### config.mk
export PLATFORM = sky130hd
export DESIGN_NAME = pipelined_adder
export DESIGN_NICKNAME = d
export VERILOG_FILES = /design/src/rtl/pipelined_adder.sv
export SDC_FILE = /design/constraint.sdc
export NUM_CORES = 1
export LEC_CHECK = 0
export BUFFER_PORTS_ARGS = -buffer_cell sky130_fd_sc_hd__buf_4
export CORE_MARGIN = 2
export CORE_UTILIZATION = 45
export CTS_BUF_LIST = sky130_fd_sc_hd__clkbuf_8
export DETAILED_ROUTE_END_ITERATION = 8
export GPL_ROUTABILITY_DRIVEN = 0
export PLACE_DENSITY = 0.67
export SKIP_LAST_GASP = 1
export SYNTH_ARGS = -nofsm -noshare
export SYNTH_HDL_FRONTEND = slang
export SYNTH_SLANG_ARGS = --single-unit
### constraint.sdc
create_clock -name clk -period 4.96 [get_ports clk]
set_clock_uncertainty 0.1 [all_clocks]
set_input_delay 0.744 -clock clk [delete_from_list [all_inputs] [get_ports clk]]
set_output_delay 0.744 -clock clk [all_outputs]
set_load 0.02 [all_outputs]
### src/rtl/pipelined_adder.sv
`default_nettype none
// +----------------------------------------------------------------------------+
// | pipelined_adder: N-bit add/sub, carry chain split into W-bit registered    |
// | stages, one op per enabled cycle, latency N/W.            Revision: 1.0    |
// +----------------------------------------------------------------------------+
module pipelined_adder #(
  parameter int N = 16,
  parameter int W = 4
) (
  input  logic         clk,
  input  logic         rst_n,
  input  logic         en_i,
  input  logic         in_valid_i,
  input  logic         sub_i,
  input  logic [N-1:0] a_i,
  input  logic [N-1:0] b_i,
  input  logic         cin_i,
  output logic         out_valid_o,
  output logic [N-1:0] sum_o,
  output logic         cout_o,
  output logic         ovf_o
);

  localparam int S = N / W;

  logic [N-1:0] bx;
  logic         c0;
  logic [S-1:0] carry;
  logic [S-1:0] valid_q;
  logic [N-1:0] sum_out;
  logic         ovf_q;

  // Subtract is folded into the operands before chunk 0 is captured.
  assign bx = sub_i ? ~b_i : b_i;
  assign c0 = sub_i | cin_i;

  always_ff @(posedge clk or negedge rst_n) begin
    if (!rst_n) begin
      valid_q <= '0;
    end else if (en_i) begin
      valid_q <= (valid_q << 1) | S'(in_valid_i);
    end
  end

  for (genvar k = 0; k < S; k++) begin : g_stage
    localparam int D = S - 1 - k;

    logic [W-1:0] a_stg;
    logic [W-1:0] b_stg;
    logic         c_stg;
    logic [W:0]   add_d;
    logic [W-1:0] psum_q;
    logic         carry_q;

    if (k == 0) begin : g_head
      assign a_stg = a_i[W-1:0];
      assign b_stg = bx[W-1:0];
      assign c_stg = c0;
    end else begin : g_skew
      logic [W-1:0] a_dly_q [k];
      logic [W-1:0] b_dly_q [k];

      always_ff @(posedge clk or negedge rst_n) begin
        if (!rst_n) begin
          for (int j = 0; j < k; j++) begin
            a_dly_q[j] <= '0;
            b_dly_q[j] <= '0;
          end
        end else if (en_i) begin
          a_dly_q[0] <= a_i[k*W +: W];
          b_dly_q[0] <= bx[k*W +: W];
          for (int j = 1; j < k; j++) begin
            a_dly_q[j] <= a_dly_q[j-1];
            b_dly_q[j] <= b_dly_q[j-1];
          end
        end
      end

      assign a_stg = a_dly_q[k-1];
      assign b_stg = b_dly_q[k-1];
      assign c_stg = carry[k-1];
    end

    assign add_d = {1'b0, a_stg} + {1'b0, b_stg} + {{W{1'b0}}, c_stg};

    always_ff @(posedge clk or negedge rst_n) begin
      if (!rst_n) begin
        psum_q  <= '0;
        carry_q <= 1'b0;
      end else if (en_i) begin
        psum_q  <= add_d[W-1:0];
        carry_q <= add_d[W];
      end
    end

    assign carry[k] = carry_q;

    // Earlier chunks wait here so every chunk of one op leaves together.
    if (D == 0) begin : g_nodeskew
      assign sum_out[k*W +: W] = psum_q;
    end else begin : g_deskew
      logic [W-1:0] dsk_q [D];

      always_ff @(posedge clk or negedge rst_n) begin
        if (!rst_n) begin
          for (int j = 0; j < D; j++) begin
            dsk_q[j] <= '0;
          end
        end else if (en_i) begin
          dsk_q[0] <= psum_q;
          for (int j = 1; j < D; j++) begin
            dsk_q[j] <= dsk_q[j-1];
          end
        end
      end

      assign sum_out[k*W +: W] = dsk_q[D-1];
    end

    if (k == S - 1) begin : g_ovf
      // Carry into the MSB is recovered as a ^ b ^ sum at that bit.
      always_ff @(posedge clk or negedge rst_n) begin
        if (!rst_n) begin
          ovf_q <= 1'b0;
        end else if (en_i) begin
          ovf_q <= (a_stg[W-1] ^ b_stg[W-1] ^ add_d[W-1]) ^ add_d[W];
        end
      end
    end
  end

  assign out_valid_o = valid_q[S-1];
  assign sum_o       = sum_out;
  assign cout_o      = carry[S-1];
  assign ovf_o       = ovf_q;

endmodule
`default_nettype wire

==> impl_metrics.yaml <==
sta:
  maximum_clock_frequency_mhz: 415
  slew_limit_headroom: 0.511
  rsz0062_at_grt: "false"
  final-hold-violation-count: 0
  final.setup.tns_ps: 0
  finalWorstSetupSlack_ps: 2550
  post-route-period-util: 0.486
  tightest_slew_ps: 733
  slew_viol_final: 0
  layout_min_cycle_time_ps: 2410
  timing.final.setup_violations: 0
route:
  detail_route.wl_per_cell_um: 13.4
  detailroute.via_count: 2347
  drcViolationCount: 0
  avgViaCountPerCell: 4.75
  postRouteWirelength_mm: 6.63
  violation_count_after_the_first_detailed_routing_iteration: 72
  drt_pass1_iterations: 4
  detail-route-antenna-nets: 0
pwr:
  power.share.switching: 0.304
  vdd_drop_max_v: 0.000230
  seqPwrFrac: 0.503
  power_frac_comb: 0.297
  power_density_nw_per_um2: 453
  total_switching_power_uw: 679
  cell_internal_pwr_mw: 1.55
  clock_power_share: 0.200
  total_leakage_power_nw: 2.21
floorplanning:
  core-area_um2: 9280
  fp-row-count: 35
  die-area_um2: 10400
  start_util: 0.464
  die_height_um: 102
  die_width_um: 102
  num_io_pins: 57
setup_path:
  timing.reg2reg.worst_path_depth: 8
  worst-endpoint-arrival_ps: 2520
  r2r-end: "ovf_o$_DFFE_PN0P_"
  worst_ep_required_time_ps: 5080
  crit_path_end_kind: "register"
  timing_worst_setup_path_type: "primary input to register"
  worst_path_largest_cell_delay_ps: 410
  r2r_start: "g_stage[3].b_stg[0]$_DFFE_PN0P_"
  critPathLaunchType: "primary input"
  reg2reg_setup_slack_ps: 2830
  crit_fanout: 17
  crit_path_cell_trace: "buf_4 -> or2_2 -> fa_1 -> fa_1 -> a21o_1 -> a21oi_1 -> a21oi_1"
  slowest_cell_on_the_critical_path: "sky130_fd_sc_hd__fa_1"
synth:
  synth_nets: 371
  postSynthRegisterBits: 97
  post_synth.cell_area_avg_um2: 13.8
  largest_area_contributor_in_the_netlist: "sky130_fd_sc_hd__dfrtp_1"
  synth_seq_area_share: 0.563
  synth_cells: 313
  synthesis.area_um2: 4310
  synthDistinctLibCells: 19
  ys_top_cells_by_area: "sky130_fd_sc_hd__dfrtp_1, sky130_fd_sc_hd__mux2_2, sky130_fd_sc_hd__xnor2_1, sky130_fd_sc_hd__fa_1, sky130_fd_sc_hd__ha_1"
  synth.top_cell.area_share: 0.563
  yosys_warnings: 0
finish:
  register_area_um2: 2430
  design.final.nets: 418
  antennaDiodeCount: 0
  area_occupied_by_multi_input_gates_um2: 1690
  area_delta_synth_final_pct: 14.4
  final_layout_size_suffix_gt1_frac: 0.411
  layout_common_cells: "sky130_fd_sc_hd__dfrtp_1, sky130_fd_sc_hd__mux2_2, sky130_fd_sc_hd__buf_4"
  most_frequent_standard_cell_in_the_layout_excluding_fill_and_tap_cells: "sky130_fd_sc_hd__dfrtp_1"
  nFillCells: 846
  final_design_area_no_fill_um2: 4930
cts:
  cts_tree: "yes"
  clock_insertion_delay_worst_skew_ps: 350
  cts-htree-levels: 3
  cts_inserted_buffers: 9
  hold_buffers: 0
  postCtsResizedCells: 0
  total_setup_buffers_inserted_after_cts: 0
  cts.reportedPaths.clkPinSlew_ps: 90
  cts_sink_cnt: 97
  cts-root-buf: "sky130_fd_sc_hd__clkbuf_8"
  cts-root-to-sink-buffers: 2
place:
  placement_setup_slack_ps: 2190
  placement.cell_area_um2: 4760
  post-dp-hpwl_mm: 4.64
  port_buffers: 56
global_routing:
  track_usage: 0.142
  pin_count_of_the_biggest_net_entering_global_routing: 60
  wire_length_of_the_first_global_routing_pass_mm: 11.3
  global_route.overflow_total: 0
  antenna_found_initial: 0
  grt_pass1_vias: 2344
min_path:
  timing.hold.worst.class: "primary input to asynchronous set/reset pin"
status:
  outcome: "complete, no violations"
run:
  max_cap_viol_count: 0
[power groups by stage]
stage	Combinational, mW	Clock (mW)	Sequential (mW)
2_1_floorplan	0.447	0	1.16
3_3_place_gp	0.650	0	1.13
3_5_place_dp	0.671	0	1.14
4_1_cts	0.675	0.468	1.13
5_1_grt	0.734	0.506	1.16
6_report	0.663	0.448	1.12
[stage by stage]
stage | cells | hold slack, ps | power (mW) | util
3_5_place_dp | 478 | 374 | 1.82 | 0.512
6_report | 494 | 347 | 2.23 | 0.531
5_1_grt | 494 | 401 | 2.40 | 0.531
2_1_floorplan | 313 | 348 | 1.61 | -
3_3_place_gp | 478 | 365 | 1.78 | 0.512
4_1_cts | 494 | 360 | 2.27 | 0.531
[per-layer routing]
| metal | part of all wire | up-vias | track usage | wire (um) |
|---|---|---|---|---|
| li1 | - | 1146 | - | - |
| met1 | 0.50 | 1159 | 0.211 | 3320 |
| met2 | 0.45 | 36 | 0.202 | 2970 |
| met3 | 0.034 | 6 | 0.0301 | 227 |
| met4 | 0.016 | 0 | 0.0677 | 109 |
| met5 | 0 | - | 0 | 0 |
[logic make-up (layout without fill, tap and decap cells)]
kind of cell / Yosys count / count (layout) / share of synthesized area
AOI/OAI and AO/OA: 38 / 38 / 0.0508
xor gates and xnor gates: 25 / 25 / 0.0508
adders and majority gates: 20 / 20 / 0.0720
buffers and inverters: 33 / 85 / 0.0453
DFF: 97 / 97 / 0.563
muxes: 74 / 74 / 0.194
and+or+nand+nor: 26 / 26 / 0.0241
[worst max path at each step]
stage,cells past startpoint,start,end,slack [ps]
detailed placement,7,sub_i,g_stage[0].carry_q$_DFFE_PN0P_,2190
global placement,7,sub_i,g_stage[0].carry_q$_DFFE_PN0P_,2220
floorplan,8,sub_i,g_stage[0].carry_q$_DFFE_PN0P_,2190
global route,7,sub_i,g_stage[0].carry_q$_DFFE_PN0P_,2500
CTS,7,sub_i,g_stage[0].carry_q$_DFFE_PN0P_,2570
finish,7,sub_i,g_stage[0].carry_q$_DFFE_PN0P_,2550
[critical path, delay by kind of cell]
family	cells	cell delay, ps
adders and majority gates	2	810
AOI/OAI and AO/OA	3	420
and+or+nand+nor	1	330
buffers and inverters	1	200
[state kept, by name (all words and copies together), names as in the netlist, 3 cells and up]
signal                  cells
valid_q                     4
g_stage.b_stg              12
g_stage.g_skew.a_dly_q     12
g_stage.g_deskew.dsk_q     16
sum_o                       8
g_stage.carry_q             3
g_stage.psum_q             16
g_stage.g_skew.b_dly_q     12
g_stage.a_stg              12
[cells in the mapped netlist, drive strengths merged]
cell	n
xnor2	19
a21o	7
fa	8
mux2	72
buf	23
dfrtp	97
nand3b	1
nor2	20
ha	12
a21oi	28
or2	1
nand2	4
o21ai	3
mux2i	2
xor2	6
inv	10
[layout make-up]
type | instances | share of cell area
clock inverter | 6 | 0.00711
sequential | 97 | 0.493
multi-input combinational | 183 | 0.342
timing repair buffer | 59 | 0.0899
tap | 129 | 0.0327
clock buffer | 10 | 0.0279
inverter | 10 | 0.00762
No activity file was read; power rests on OpenSTA's default activity.
